**config.mk**
```make
export PLATFORM = sky130hd
export DESIGN_NAME = l3_conv_w_b_loader_flat
export DESIGN_NICKNAME = d
export VERILOG_FILES = /design/src/rtl/l3_cnn_pkg.sv /design/src/rtl/l3_conv_w_b_loader_if.sv /design/src/rtl/l3_conv_w_b_loader_tap_packer.sv /design/src/rtl/l3_conv_w_b_loader.sv /design/src/flat_wrapper.sv
export SDC_FILE = /design/constraint.sdc
export NUM_CORES = 1
export LEC_CHECK = 0
export CAP_MARGIN = 10
export CORE_MARGIN = 5
export CORE_UTILIZATION = 30
export CTS_CLUSTER_DIAMETER = 100
export DETAILED_ROUTE_END_ITERATION = 10
export PLACE_DENSITY_LB_ADDON = 0.15
export SETUP_SLACK_MARGIN = 0.15
export SYNTH_ARGS = -nofsm -noshare
export SYNTH_HDL_FRONTEND = slang
export SYNTH_SLANG_ARGS = --single-unit
```
**constraint.sdc**
```tcl
create_clock -name clk -period 2.25 [get_ports clk]
set_clock_uncertainty 0.15 [all_clocks]
set_input_delay 0.225 -clock clk [delete_from_list [all_inputs] [get_ports clk]]
set_output_delay 0.225 -clock clk [all_outputs]
set_load 0.05 [all_outputs]
```
**src/rtl/l3_cnn_pkg.sv**
```systemverilog
// Shared constants and FSM state encoding for the layer-3 conv weight/bias loader.
package l3_cnn_pkg;

    localparam int L3_DW    = 16;
    localparam int L3_KTAPS = 9;
    localparam int L3_BANKS = 32;
    localparam int L3_DEPTH = 64;
    localparam int L3_AW    = $clog2(L3_DEPTH);

    typedef enum logic [2:0] {
        ST_IDLE    = 3'd0,
        ST_LOAD_W  = 3'd1,
        ST_WRITE_W = 3'd2,
        ST_LOAD_B  = 3'd3,
        ST_WRITE_B = 3'd4,
        ST_CHK     = 3'd5,
        ST_DONE    = 3'd6
    } l3_state_e;

endpackage

```
**src/rtl/l3_conv_w_b_loader_if.sv**
```systemverilog
// Stream-in handshake plus weight/bias RAM write bus of the layer-3 loader.
interface l3_conv_w_b_loader_if #(
    parameter int DW    = l3_cnn_pkg::L3_DW,
    parameter int KTAPS = l3_cnn_pkg::L3_KTAPS,
    parameter int BANKS = l3_cnn_pkg::L3_BANKS,
    parameter int AW    = l3_cnn_pkg::L3_AW
) ();

    logic                  s_valid;
    logic                  s_ready;
    logic [DW-1:0]         s_data;
    logic [BANKS-1:0]      wr_en;
    logic [AW-1:0]         wr_addr;
    logic [DW*KTAPS-1:0]   wr_data;
    logic                  bias_we;
    logic [DW-1:0]         bias_data;

    modport master (
        input  s_valid, s_data,
        output s_ready, wr_en, wr_addr, wr_data, bias_we, bias_data
    );

    modport slave (
        output s_valid, s_data,
        input  s_ready, wr_en, wr_addr, wr_data, bias_we, bias_data
    );

endinterface

```
**src/rtl/l3_conv_w_b_loader_tap_packer.sv**
```systemverilog
// Nine-deep tap shift register: first tap ends up in the top word of the kernel.
module tap_packer #(
    parameter int DW    = 16,
    parameter int KTAPS = 9
) (
    input  logic                clk,
    input  logic                rst_n,
    input  logic                clear,
    input  logic                shift,
    input  logic [DW-1:0]       din,
    output logic                last,
    output logic                full,
    output logic [DW*KTAPS-1:0] pack
);

    localparam int CW = $clog2(KTAPS);

    logic [CW-1:0] cnt;

    assign last = (cnt == CW'(KTAPS - 1));

    // full marks a complete kernel and drops again on the next shift
    always_ff @(posedge clk or negedge rst_n) begin
        if (!rst_n) begin
            pack <= '0;
            cnt  <= '0;
            full <= 1'b0;
        end else if (clear) begin
            cnt  <= '0;
            full <= 1'b0;
        end else if (shift) begin
            pack <= {pack[DW*(KTAPS-1)-1:0], din};
            cnt  <= last ? '0 : cnt + CW'(1);
            full <= last;
        end
    end

endmodule

```
**src/rtl/l3_conv_w_b_loader.sv**
```systemverilog
// Layer-3 conv weight/bias loader: packs 9 taps per kernel into 32 banks x 64 addresses plus bias.
// Optional trailing checksum word when L3_LOADER_CHKSUM_EN is defined.
module l3_conv_w_b_loader
    import l3_cnn_pkg::*;
#(
    parameter int DW    = L3_DW,
    parameter int KTAPS = L3_KTAPS,
    parameter int BANKS = L3_BANKS,
    parameter int DEPTH = L3_DEPTH
) (
    input  logic                   clk,
    input  logic                   rst_n,
    input  logic                   start,
    l3_conv_w_b_loader_if.master   bus,
    output logic                   busy,
    output logic                   done,
    output logic                   chk_err
);

    localparam int AW = $clog2(DEPTH);
    localparam int BW = $clog2(BANKS);

    l3_state_e              state, next;
    logic                   s_ready_q;
    logic [BANKS-1:0]       wr_en_q;
    logic                   bias_we_q;
    logic [DW-1:0]          bias_q;
    logic [BW-1:0]          bank;
    logic [AW-1:0]          addr;
    logic [DW*KTAPS-1:0]    pack;
    logic                   tap_last;
    logic                   kernel_full;
    logic                   accept;
    logic                   load_start;

    assign accept     = bus.s_valid && s_ready_q;
    assign load_start = (state == ST_IDLE) && start;

    tap_packer #(.DW(DW), .KTAPS(KTAPS)) u_packer (
        .clk   (clk),
        .rst_n (rst_n),
        .clear (load_start),
        .shift (accept && (state == ST_LOAD_W)),
        .din   (bus.s_data),
        .last  (tap_last),
        .full  (kernel_full),
        .pack  (pack)
    );

    always_comb begin
        next = state;
        case (state)
            ST_IDLE:    if (start) next = ST_LOAD_W;
            ST_LOAD_W:  if (accept && tap_last) next = ST_WRITE_W;
            ST_WRITE_W: if (kernel_full) next = (bank == BW'(BANKS - 1)) ? ST_LOAD_B : ST_LOAD_W;
            ST_LOAD_B:  if (accept) next = ST_WRITE_B;
            ST_WRITE_B: begin
                if (addr != AW'(DEPTH - 1)) next = ST_LOAD_W;
`ifdef L3_LOADER_CHKSUM_EN
                else next = ST_CHK;
`else
                else next = ST_DONE;
`endif
            end
            ST_CHK:     if (accept) next = ST_DONE;
            ST_DONE:    next = ST_IDLE;
            default:    next = ST_IDLE;
        endcase
    end

    // All strobes are decoded from the next state so they appear registered
    always_ff @(posedge clk or negedge rst_n) begin
        if (!rst_n) begin
            state     <= ST_IDLE;
            s_ready_q <= 1'b0;
            wr_en_q   <= '0;
            bias_we_q <= 1'b0;
            busy      <= 1'b0;
            done      <= 1'b0;
        end else begin
            state     <= next;
            s_ready_q <= (next == ST_LOAD_W) || (next == ST_LOAD_B) || (next == ST_CHK);
            wr_en_q   <= (next == ST_WRITE_W) ? (BANKS'(1) << bank) : '0;
            bias_we_q <= (next == ST_WRITE_B);
            busy      <= (next != ST_IDLE) && (next != ST_DONE);
            done      <= (next == ST_DONE);
        end
    end

    always_ff @(posedge clk or negedge rst_n) begin
        if (!rst_n) begin
            bank   <= '0;
            addr   <= '0;
            bias_q <= '0;
        end else if (load_start) begin
            bank <= '0;
            addr <= '0;
        end else begin
            if (state == ST_WRITE_W && kernel_full)
                bank <= (bank == BW'(BANKS - 1)) ? '0 : bank + BW'(1);
            if (state == ST_WRITE_B && addr != AW'(DEPTH - 1))
                addr <= addr + AW'(1);
            if (state == ST_LOAD_B && accept)
                bias_q <= bus.s_data;
        end
    end

`ifdef L3_LOADER_CHKSUM_EN
    logic [DW-1:0] sum;
    logic          chk_q;

    // Sum covers every tap and bias word; the word taken in CHK is only compared
    always_ff @(posedge clk or negedge rst_n) begin
        if (!rst_n) begin
            sum   <= '0;
            chk_q <= 1'b0;
        end else if (load_start) begin
            sum   <= '0;
            chk_q <= 1'b0;
        end else if (accept) begin
            if (state == ST_CHK)
                chk_q <= (bus.s_data != sum);
            else
                sum <= sum + bus.s_data;
        end
    end

    assign chk_err = chk_q;
`else
    assign chk_err = 1'b0;
`endif

    assign bus.s_ready   = s_ready_q;
    assign bus.wr_en     = wr_en_q;
    assign bus.wr_addr   = addr;
    assign bus.wr_data   = pack;
    assign bus.bias_we   = bias_we_q;
    assign bus.bias_data = bias_q;

endmodule

```
**src/flat_wrapper.sv**
```systemverilog
// flat-port wrapper written by rule: the top's interface ports become plain ports
module l3_conv_w_b_loader_flat import l3_cnn_pkg::*;
#(
    parameter int DW    = L3_DW,
    parameter int KTAPS = L3_KTAPS,
    parameter int BANKS = L3_BANKS,
    parameter int DEPTH = L3_DEPTH
)
  (clk, rst_n, start, busy, done, chk_err, bus_s_valid, bus_s_data, bus_s_ready, bus_wr_en, bus_wr_addr, bus_wr_data, bus_bias_we, bus_bias_data);
  l3_conv_w_b_loader_if #(.DW(DW), .KTAPS(KTAPS), .BANKS(BANKS)) bus_i ();
  input  logic clk;
  input  logic rst_n;
  input  logic start;
  output logic busy;
  output logic done;
  output logic chk_err;
  input wire logic [$bits(bus_i.s_valid)-1:0] bus_s_valid;
  input wire logic [$bits(bus_i.s_data)-1:0] bus_s_data;
  output wire logic [$bits(bus_i.s_ready)-1:0] bus_s_ready;
  output wire logic [$bits(bus_i.wr_en)-1:0] bus_wr_en;
  output wire logic [$bits(bus_i.wr_addr)-1:0] bus_wr_addr;
  output wire logic [$bits(bus_i.wr_data)-1:0] bus_wr_data;
  output wire logic [$bits(bus_i.bias_we)-1:0] bus_bias_we;
  output wire logic [$bits(bus_i.bias_data)-1:0] bus_bias_data;
  assign bus_i.s_valid = bus_s_valid;
  assign bus_i.s_data = bus_s_data;
  assign bus_s_ready = bus_i.s_ready;
  assign bus_wr_en = bus_i.wr_en;
  assign bus_wr_addr = bus_i.wr_addr;
  assign bus_wr_data = bus_i.wr_data;
  assign bus_bias_we = bus_i.bias_we;
  assign bus_bias_data = bus_i.bias_data;
  l3_conv_w_b_loader #(.DW(DW), .KTAPS(KTAPS), .BANKS(BANKS), .DEPTH(DEPTH)) u_core (.clk(clk), .rst_n(rst_n), .start(start), .bus(bus_i), .busy(busy), .done(done), .chk_err(chk_err));
endmodule
```
[After elaboration in Yosys (flattened, before gate mapping)]
Cells that the tools add are included.
Word-level totals
  word-level logic and storage cells: 68
  output and inout bits: 203
  input bits: 20
  bits in registers: 215
Cells by class
  bitwise logic cells: 1
  shift operators: 1
  add/subtract/negate cells: 3
  muxes and demuxes: 19
  reductions and logical operators: 17
  eq/ne operators: 15
Operators with widths (count)
  2-to-1 mux 32 bit: 1
  left shift 1 x 5 -> 32 bit, first input constant: 1
  2-to-1 mux 3 bit: 6
  case mux 3 bit (6 select lines): 1
  == test 3 bit, second input constant: 5
  2-to-1 mux 5 bit: 3
  == test 3 x 2 -> 1 bit, second input constant: 4
  2-to-1 mux 4 bit: 3
  2-to-1 mux 6 bit: 2
  logical AND 1 bit: 8
  adder 6 x 1 -> 6 bit, second input constant: 1
  == test 3 x 1 -> 1 bit, second input constant: 2
  inequality test 6 bit, second input constant: 1
  nonzero test 2 bit: 3
  adder 5 x 1 -> 5 bit, second input constant: 1
  == test 5 bit, second input constant: 1
  adder 4 x 1 -> 4 bit, second input constant: 1
  == test 4 bit, second input constant: 1
  AND reduction 2 bit: 2
  logical NOT 3 bit: 1
  inequality test 3 bit, second input constant: 1
  nonzero test 3 bit: 1
  logical OR 1 bit: 2
  2-to-1 mux 1 bit: 2
  other kinds (2): 2

[Longest topological paths before layout]
Gate-level depths: netlist (run 1).
  word-level depth: 7
  depth in mapped cells: 8
  gate-level depth less buffers: 7

[Cells and area by module]
From an unflattened synthesis (run 1), not the netlist that was laid out.
Second synthesis, totals
  cell total of the unflattened synthesis: 557
  area, all modules: 8664.6 sq um
By module, submodules not included
  tap_packer: cells an instance 333, instances 1, area an instance 5874.4 sq um
  l3_conv_w_b_loader: cells an instance 224, instances 1, area an instance 2790.2 sq um

[Least setup slack after synthesis (run 1)]
No wires, ideal clock.
  kind: register to register
  start point: register u_core.addr[0] (netlist: u_core.bus.wr_addr[0])
  end point: register u_core.wr_en_q[10] (netlist: u_core.bus.wr_en[10])
  path buffers: 1
  cell stages (with the launch flop): 7
  clock period less this slack: 2.289 ns
  data arrival time: 2.008 ns
  path slack: -0.039 ns
  required time: 1.969 ns
  cell sequence: dfrtp_1 -> ha_1 -> nand3_1 -> nor3_2 -> a211o_1 -> buf_2 -> nor4_2
On the way
  longest elaborated chain between the ends: 5
RTL lines
  from (decl): RTL line l3_conv_w_b_loader.sv:29  | logic [AW-1:0] addr;
  from (signal assigned): RTL line l3_conv_w_b_loader.sv:102  | addr <= addr + AW'(1);
  inequality test 6 bit: RTL line l3_conv_w_b_loader.sv:58  | if (addr != AW'(DEPTH - 1)) next = ST_LOAD_W;
  2-to-1 mux 3 bit: RTL line l3_conv_w_b_loader.sv:58
  case mux 3 bit (6 select lines): RTL line l3_conv_w_b_loader.sv:52  | case (state)
  == test 3 x 2 -> 1 bit: RTL line l3_conv_w_b_loader.sv:83  | wr_en_q <= (next == ST_WRITE_W) ? (BANKS'(1) << bank) : '0;
  2-to-1 mux 32 bit: RTL line l3_conv_w_b_loader.sv:83
  to (signal assigned): RTL line l3_conv_w_b_loader.sv:83
  to (decl): RTL line l3_conv_w_b_loader.sv:25  | logic [BANKS-1:0] wr_en_q;
Every way passes these cells.
A chain may end at the register's enable or synchronous reset.

[Worst setup path after layout (run 1)]
  start point: register u_core.u_packer.cnt[0]
  end point: register u_core.wr_en_q[4] (netlist: u_core.bus.wr_en[4])
On the way
  longest elaborated chain between the ends: 6
RTL lines
  from (decl): RTL line l3_conv_w_b_loader_tap_packer.sv:18  | logic [CW-1:0] cnt;
  from (signal assigned): RTL line l3_conv_w_b_loader_tap_packer.sv:33  | cnt <= last ? '0 : cnt + CW'(1);
  == test 4 bit: RTL line l3_conv_w_b_loader_tap_packer.sv:20  | assign last = (cnt == CW'(KTAPS - 1));
  logical AND 1 bit: RTL line l3_conv_w_b_loader.sv:54  | ST_LOAD_W: if (accept && tap_last) next = ST_WRITE_W;
  2-to-1 mux 3 bit: RTL line l3_conv_w_b_loader.sv:54
  case mux 3 bit (6 select lines): RTL line l3_conv_w_b_loader.sv:52
  == test 3 x 2 -> 1 bit: RTL line l3_conv_w_b_loader.sv:83
  2-to-1 mux 32 bit: RTL line l3_conv_w_b_loader.sv:83
Every way passes these cells.

==> results_dict.tcl, run 1 <==
set metrics [dict create \
    drc_errors 0 \
    maxCapViolations 0 \
    syn_inst 934 \
    crit_buf_inv 2 \
    drt_wl_total_mm 26.1 \
    synth_flop_cell "dfrtp_1" \
    period_share_pct 93.0 \
    nets 1191 \
    fin_util_pct 43.8 \
    place_ws_ns 0.101 \
    critPathLaunchType "register" \
    rrSetupSlack_ns 0.16 \
    num_rows 63 \
    place_congestion 0.769 \
    die_width_um 182 \
    grt_pass1_vias 7125 \
    numPortBuffers 221 \
    clock_sinks 215 \
    initial_core_util_pct 30.2 \
    synth_common_cells "nand2_1 (449), dfrtp_1 (215), nor2_1 (40), o21ai_0 (33), nor4_2 (30)" \
    dp_hpwl_mm 17.3 \
    finalNonFillerCells 1570 \
    syn_area_per_cell_um2 9.54 \
    r2r-start "u_core.u_packer.cnt[0]" \
    powerDensity_nw_per_um2 1600 \
    crit_arrival_ns 2.33 \
    tightest_slew_ns 0.615 \
    yosysMostFrequentCell "nand2_1" \
    h-tree-depth 1 \
    area.growth.synth_to_final_pct 44.9 \
    dr.first_iter.drc_count 355 \
    relSlewSlack_pct 58.6 \
    core_um2 29500 \
    yosysTopAreaCellShare_pct 60.4 \
    worstPathRequired_ns 2.49 \
    critPathMaxFanout 33 \
    r2r_end "u_core.bus.wr_en[4]" \
    dieArea_um2 33200 \
    dr.pass1.iters 4 \
    ys_warn_count 0 \
    wl_per_cell_um 16.6 \
    viasPerCell 4.44 \
    async_flop_share_pct 100 \
    synth_area_um2 8910 \
    status "finished clean" \
    final-hold-violation-count 0 \
    leakage_nw 6.85 \
    cts_tree "done" \
    clk_latency_ns 0.53 \
    cpMaxStageDelayCell "dfrtp_1" \
    r2r_cells 7 \
    grt_usage_pct 15.1 \
    n_fill_cell 2953 \
    ys_ff_latch 215 \
    min_period_ns 2.09 \
    worstSetupEndpointType "register" \
    hp-class "primary input to asynchronous set/reset pin" \
    critical_path_class "register to register" \
    drive_gt1_share_pct 12.7 \
    synthesis.nets 964 \
    antenna_found_initial 0 \
    cp_num_cells 7 \
    drv_slew 0 \
    cpPeakStageDelay_ns 0.40 \
    regArea_um2 5380 \
    vias 6974 \
    worst_slack_ns 0.157 \
    overflow 0 \
    stdcell_area_um2 12900 \
    setup_viol 0 \
    synth.distinct_cells 51 \
    ys_top_cells_by_area "dfrtp_1 (60%), nand2_1 (19%), nor4_2 (4.2%), mux2_2 (2.0%), o21ai_0 (1.9%)" \
    final_antenna_net_count 0 \
    numCtsBuffers 26 \
    synth_seq_area_share_pct 60.4 \
    cp_top_family "simple AND/OR/NAND/NOR gates" \
    synth-edff-count 0 \
    multi_input_area_um2 3540 \
    n_antenna_cell 0 \
    setup_tns_ns 0 \
    ir_drop_v 0.000916 \
    crit_chain "inv_1, ha_2, and3b_2, nor2b_2, o31ai_4, buf_12, nor4_2" \
    cts_buffer_depth 3 \
    die_h_um 182 \
    ctsRootBufferMaster "clkbuf_16" \
    place_inst 1516 \
    clk_pin_slew_ns 0.06 \
    fmax_mhz 478 \
    pin_count 223 \
    synth_top_cell_by_area "dfrtp_1" \
    grt_max_degree 76 \
    post_dp_cell_area_um2 11800 \
    rsz0062_at_grt "true" \
    grt_pass1_wl_mm 41.3 \
]
-- layout make-up --
type | instances | share of cell area [%]
Multi-Input combinational cell | 653 | 27.4
Inverter | 9 | 0.262
Clock inverter | 9 | 0.862
Tap cell | 390 | 3.78
Sequential cell | 215 | 41.7
Clock buffer | 38 | 5.85
Timing Repair Buffer | 256 | 20.1
-- worst max-delay path by stage --
stage / start / end
3_5_place_dp: u_core.u_packer.cnt[0] / u_core.bus.wr_en[0]
5_1_grt: u_core.u_packer.cnt[0] / u_core.bus.wr_en[8]
3_3_place_gp: start / u_core.bus.wr_en[23]
4_1_cts: u_core.u_packer.cnt[0] / u_core.bus.wr_en[29]
2_1_floorplan: u_core.bus.wr_addr[2] / u_core.bus.wr_en[10]
6_report: u_core.u_packer.cnt[0] / u_core.bus.wr_en[4]
-- registers in the layout, indices dropped and copies added, names as in the netlist, 3 cells and up --
register,cells
u_core.bank,5
u_core.bus.bias_data,16
u_core.bus.wr_addr,6
u_core.bus.wr_en,32
u_core.state,3
u_core.u_packer.cnt,4
u_core.u_packer.pack,144
-- power by group --
part,switching (mW),internal (mW),total (mW)
registers,1.04,5.11,6.16
logic,7.50,2.78,10.3
clock network,1.65,2.55,4.20
-- stage by stage --
step	hold slack, ns	power, mW
global route	0.0980	21.8
global placement	0.0354	16.5
finish	0.0758	20.6
detailed placement	0.0367	16.6
CTS	0.0733	20.2
floorplan	-0.221	12.7
-- repair_timing --
| item | CTS | global route |
|---|---|---|
| hold buffers | 1 | 0 |
| buffers inserted | 0 | 2 |
| endpoints found under the setup margin | 164 | 51 |
| hold endpoints to repair | 215 | 0 |
| resized for setup | 143 | 82 |
| cloned | 0 | 4 |
| pin swaps | 0 | 24 |
-- routing by layer --
metal	GRT usage [%]	wire length, um	share of wire, %
met1	20.4	11600	45
met2	23.8	11900	45
met3	4.90	1960	7.5
met4	3.87	615	2.4
met5	0	0	0
-- cell families (layout without fill, tap and decap cells) --
| family | after synthesis | in the layout | synth area share (%) |
|---|---|---|---|
| xor gates and xnor gates | 3 | 3 | 0.295 |
| other | 1 | 1 | 0.0421 |
| adders and majority gates | 10 | 10 | 1.40 |
| and+or+nand+nor | 562 | 562 | 28.0 |
| muxes | 18 | 18 | 2.30 |
| AOI/OAI and AO/OA | 59 | 59 | 4.18 |
| DFF | 215 | 215 | 60.4 |
| buffers and inverters | 66 | 312 | 3.41 |
-- layout by cell type (no fill, tap or decap), types with 3 or more instances in the layout --
master           netlist  routed
clkbuf_16              0      29
nand2b_1               8       8
nor2b_1                5       3
inv_1                  9       8
clkbuf_1              27       6
nand2_1              449     449
buf_6                  3       3
ha_1                  10       8
dlymetal6s2s_1         0      19
buf_4                  1      15
nand3_1                6       5
mux2_2                16      16
clkbuf_8               0       6
clkdlybuf4s50_1        0      59
o21ai_0               33      11
clkinv_2               0       4
dfrtp_1              215     212
o21ai_1                1      22
nor4_4                 0      26
nor2_1                40      40
nor4_2                30       7
xor2_1                 3       3
buf_12                 0      15
dlygate4sd2_1          0     140
dfrtp_2                0       3
o211ai_1               4       4
nor3_1                 3       3
a21oi_1                4       4
nor3b_1                3       3
No activity file was read; power rests on OpenSTA's default activity.
==> run 2, diff against run 1 <==
Settings changed: ABC_CLOCK_PERIOD_IN_PS set to 2250, CORE_UTILIZATION 30 to 45, SLEW_MARGIN set to 10.
==> run 2 against run 1 <==
  * Non-clock buffer count rose by 7
  * Largest cell class unchanged
  * Count of clock-buffer cells in the layout fell by 6
  * Core utilization rose by 22 points
  * Highest routed layer unchanged
  * Total power fell by 0.40%
  * Register-to-register slack got worse by 0.04 ns
  * Worst hold slack improved by 0.011 ns
  * Fmax fell by 1.9%
  * Critical path type unchanged
==> results_dict.tcl, run 2 (synthesis gave the netlist of run 1 again) <==
set metrics [dict create \
    worstSetupEndpointType "register" \
    largest_register_ffs 144 \
    tightest_slew_ns 0.561 \
    setup_tns_ns 0 \
    dieArea_um2 22700 \
    drc_errors 0 \
    final-hold-violation-count 0 \
    drive_gt1_share_pct 13.6 \
    critical_path_class "register to register" \
    cpMostUsedCell "ha_2" \
    clk_latency_ns 0.52 \
    die_h_um 151 \
    initial_core_util_pct 45.8 \
    cts_buffer_depth 3 \
    grt_usage_pct 20.3 \
    p_sw_mw 10.2 \
    hp-class "primary input to asynchronous set/reset pin" \
    numPortBuffers 221 \
    p_int_mw 10.4 \
    critPathMaxFanout 16 \
    overflow 0 \
    critPathLaunchType "register" \
    cts_tree "done" \
    worst_slack_ns 0.116 \
    area.growth.synth_to_final_pct 44.0 \
    grt_pass1_vias 6974 \
    num_rows 51 \
    core_um2 19500 \
    ctsRootBufferMaster "clkbuf_16" \
    place_congestion 0.770 \
    cpMaxStageDelayCell "dfrtp_1" \
    power.share.clock_pct 18.7 \
    wl_per_cell_um 16.4 \
    status "finished clean" \
    numCtsBuffers 24 \
    ir_drop_v 0.000989 \
    dr.first_iter.drc_count 372 \
    maxCapViolations 0 \
    grt_max_degree 78 \
    n_antenna_cell 0 \
    clk_pin_slew_ns 0.06 \
    leakage_nw 6.88 \
    fmax_mhz 469 \
    viasPerCell 4.92 \
    antenna_found_initial 0 \
    crit_arrival_ns 2.37 \
    place_ws_ns 0.114 \
    crit_chain "ha_2, and3_1, ha_2, nor2b_2, o21ai_4, buf_6, o21ai_0, nor4_4" \
    dp_hpwl_mm 15.6 \
    dr.pass1.iters 5 \
    pin_count 223 \
    relSlewSlack_pct 62.2 \
    powerDensity_nw_per_um2 1600 \
    final_antenna_net_count 0 \
    drt_wl_total_mm 23.8 \
    nets 1196 \
    swShare_pct 49.5 \
    setup_viol 0 \
    h-tree-depth 1 \
    clock_sinks 215 \
    seq_power_share_pct 29.8 \
    top_register "u_core.u_packer.pack" \
    period_share_pct 94.8 \
    drv_slew 0 \
    fin_util_pct 65.9 \
    min_period_ns 2.13 \
    grt_pass1_wl_mm 37.3 \
    cpPeakStageDelay_ns 0.38 \
    stdcell_area_um2 12800 \
    layout_commonest_cell "nand2_1" \
    layout_common_cells "nand2_1 (449), dfrtp_1 (212), dlygate4sd2_1 (123)" \
    crit_buf_inv 1 \
    cp_top_family "compound AO/OA/AOI/OAI gates" \
    die_width_um 151 \
    p_comb_share_pct 51.5 \
    vias 7123 \
    worstPathRequired_ns 2.48 \
    hold-worst-slack_ns 0.0869 \
    rsz0062_at_grt "true" \
    post_dp_cell_area_um2 11600 \
]
## run 2: cell types whose count changed in the layout (fill, tap and decap cells not counted), moves of 4 or more
cell,change
dlygate4sd2_1,-17
dlymetal6s2s_1,+5
o21ai_2,+4
clkbuf_1,-4
clkdlybuf4s50_1,+14
## run 2: final cells by class
class | count | area, um2
Sequential cell | 215 | 5380
Timing Repair Buffer | 263 | 2710
Fill cell | 1616 | 6630
Clock buffer | 32 | 691
Clock inverter | 12 | 109
Inverter | 9 | 33.8
Tap cell | 265 | 332
Multi-Input combinational cell | 653 | 3570
## run 2: path summary, 6_finish.rpt
path | cells past startpoint | to | start | slack (ns)
min in group clk | 3 | u_core.u_packer.pack[7] | bus_s_data[7] | 0.11
worst max-delay path | 8 | u_core.bus.wr_en[17] | u_core.bank[0] | 0.12
max in group asynchronous | 3 | u_core.bus.wr_addr[1] | rst_n | 1.16
worst min-delay path | 2 | u_core.u_packer.pack[50] | rst_n | 0.09
worst min register to register | 2 | u_core.u_packer.pack[135] | u_core.u_packer.pack[135] | 0.32
worst max register to register | 8 | u_core.bus.wr_en[17] | u_core.bank[0] | 0.12
## run 2: what timing repair did
item	in CTS	in global routing
resized for setup	126	106
buffers inserted	0	3
pin swaps	0	32
endpoints found under the setup margin	145	57
hold buffers	1	0
cloned	0	8
endpoints found under the hold margin	215	0
## run 2: power by group through the flow
stage          Combinational (mW)  Sequential [mW]  Clock, mW
3_3_place_gp                 10.1             6.20          0
6_report                     10.6             6.12       3.84
4_1_cts                      9.63             6.14       3.95
3_5_place_dp                 10.2             6.22          0
2_1_floorplan                2.68             10.0          0
5_1_grt                      11.2             6.33       4.15
## run 2: layer usage
layer | up-vias | wire length [um] | GRT usage (%)
li1 | 3459 | - | -
met1 | 3425 | 9740 | 26.7
met2 | 204 | 11600 | 32.9
met3 | 35 | 2050 | 6.95
met4 | 0 | 423 | 4.35
met5 | - | 0 | 0
## run 2: per-stage QoR
step | instances | power [mW]
6_report | 1449 | 20.6
2_1_floorplan | 934 | 12.7
3_3_place_gp | 1393 | 16.3
5_1_grt | 1449 | 21.7
3_5_place_dp | 1393 | 16.4
4_1_cts | 1438 | 19.7
==> run 3, diff against run 2 <==
Settings changed: CORE_UTILIZATION 45 to 49.
==> run 3 against run 2 <==
  * Fmax rose by 3.1%
  * Worst hold slack got worse by 0.026 ns
  * Global-route usage rose by 2.2 points
  * Die area fell by 7.6%
  * Critical path depth fell by 1
  * Flip-flop and latch count did not move
  * First-iteration DRC count fell by 12%
  * Largest cell class unchanged
  * Non-clock buffer count fell by 2
  * Sequential share of layout area rose by 0.94 points
  * Cell area fell by 2.2%
  * Largest power group unchanged
==> results_dict.tcl, run 3 (synthesis gave the netlist of run 1 again) <==
set metrics [dict create \
    critical_path_class "register to register" \
    maxCapViolations 0 \
    initial_core_util_pct 49.6 \
    status "finished clean" \
    place_congestion 0.821 \
    drc_errors 0 \
    regArea_um2 5380 \
    finalNonFillerCells 1408 \
    overflow 0 \
    cts_buffer_depth 3 \
    dp_hpwl_mm 15.9 \
    powerDensity_nw_per_um2 1600 \
    clk_pin_slew_ns 0.06 \
    fmax_mhz 483 \
    multi_input_area_um2 3390 \
    rsz0062_at_grt "true" \
    n_fill_cell 1418 \
    wl_met1_mm 9.61 \
    cts_tree "done" \
    n_antenna_cell 0 \
    die_width_um 145 \
    layout_commonest_cell "nand2_1" \
    wl_per_cell_um 16.8 \
    core_um2 18000 \
    critPathLaunchType "register" \
    layout_common_cells "nand2_1 (449), dfrtp_1 (213), dlygate4sd2_1 (96)" \
    nets 1193 \
    ctsRootBufferMaster "clkbuf_16" \
    h-tree-depth 1 \
    final-hold-violation-count 0 \
    antenna_found_initial 0 \
    min_period_ns 2.07 \
    numCtsBuffers 23 \
    die_h_um 145 \
    top_register "u_core.u_packer.pack" \
    crit_arrival_ns 2.32 \
    vias 7185 \
    tightest_slew_ns 0.681 \
    grt_pass1_vias 7327 \
    ir_drop_v 0.00109 \
    met3_length_mm 2.06 \
    hp-class "primary input to asynchronous set/reset pin" \
    place_ws_ns 0.110 \
    hold-worst-slack_ns 0.0610 \
    wl_met2_mm 11.6 \
    viasPerCell 5.10 \
    relSlewSlack_pct 54.1 \
    worstPathRequired_ns 2.50 \
    setup_viol 0 \
    drt_wl_total_mm 23.7 \
    worst_slack_ns 0.181 \
    pin_count 223 \
    grt_usage_pct 22.5 \
    clk_latency_ns 0.50 \
    clock_sinks 215 \
    worstSetupEndpointType "register" \
    largest_register_ffs 144 \
    drive_gt1_share_pct 12.5 \
    grt_max_degree 61 \
    area.growth.synth_to_final_pct 40.8 \
    dr.pass1.iters 5 \
    drv_slew 0 \
    leakage_nw 7.00 \
    period_share_pct 91.9 \
    critPathMaxFanout 8 \
    num_rows 49 \
    dr.first_iter.drc_count 326 \
    numPortBuffers 221 \
    place_inst 1358 \
    dieArea_um2 21000 \
    setup_tns_ns 0 \
    final_antenna_net_count 0 \
    maxUsedRoutingLayer "met4" \
    grt_pass1_wl_mm 38.2 \
]
## run 3: cell types whose count changed in the layout (fill, tap and decap cells not counted), sizes merged
cell,delta
clkinv,-2
clkdlybuf4s50,+14
dlymetal6s2s,+13
dlygate4sd2,-27
inv,+1
bufinv,+1
clkinvlp,-5
## run 3: timing repair
item                                    CTS  global route
buffers inserted                          1             3
gates cloned                              0             4
endpoints found under the setup margin  128            70
resized for setup                        98            78
pin swaps                                 0             6
hold endpoints to repair                215             0
hold buffers                              1             0
## run 3: worst paths after layout
kind	from	endpoint	slack [ns]	depth (start not counted)
max	u_core.u_packer.cnt[0]	u_core.bus.wr_en[16]	0.18	7
min	rst_n	u_core.u_packer.pack[134]	0.06	2
max reg2reg	u_core.u_packer.cnt[0]	u_core.bus.wr_en[16]	0.18	7
min reg2reg	u_core.u_packer.pack[131]	u_core.u_packer.pack[131]	0.32	2
max in group asynchronous	rst_n	u_core.done	1.11	3
min in group clk	bus_s_data[8]	u_core.u_packer.pack[8]	0.14	3
## run 3: metrics by stage
stage	utilization, %	instance area (um2)	power [mW]
final	69.8	12500	20.1
after global routing	69.8	12500	21.2
after CTS	68.1	12200	19.8
after detailed placement	64.3	11600	16.4
after global placement	64.3	11600	16.2
after floorplan	-	8920	12.7
## run 3: area by class of cell
type | count | share of cell area (%)
multi-input cells | 653 | 27.0
well taps | 229 | 2.28
repair buffers | 261 | 21.5
clock inverters | 7 | 0.708
flip-flops and latches | 215 | 42.9
clock buffers | 34 | 5.39
inverters | 9 | 0.269
## run 3: metal layers
metal | up-vias | global-route usage (%)
met5 | - | 0
met4 | 0 | 5.74
met3 | 37 | 6.90
met2 | 198 | 36.4
met1 | 3502 | 29.8
li1 | 3448 | -
## run 3: critical path, stage by stage, from the launching register on
cell and delay [ns]:
dfrtp_1 0.40, inv_2 0.08, ha_4 0.13, and3b_2 0.22, nor4_2 0.06, or3b_4 0.49
clkbuf_16 0.20, nor4_2 0.22
## run 3: power breakdown
part	internal, mW	total, mW	switching [mW]
sequential	5.11	6.15	1.04
combinational	2.92	10.2	7.26
clock	2.31	3.79	1.48
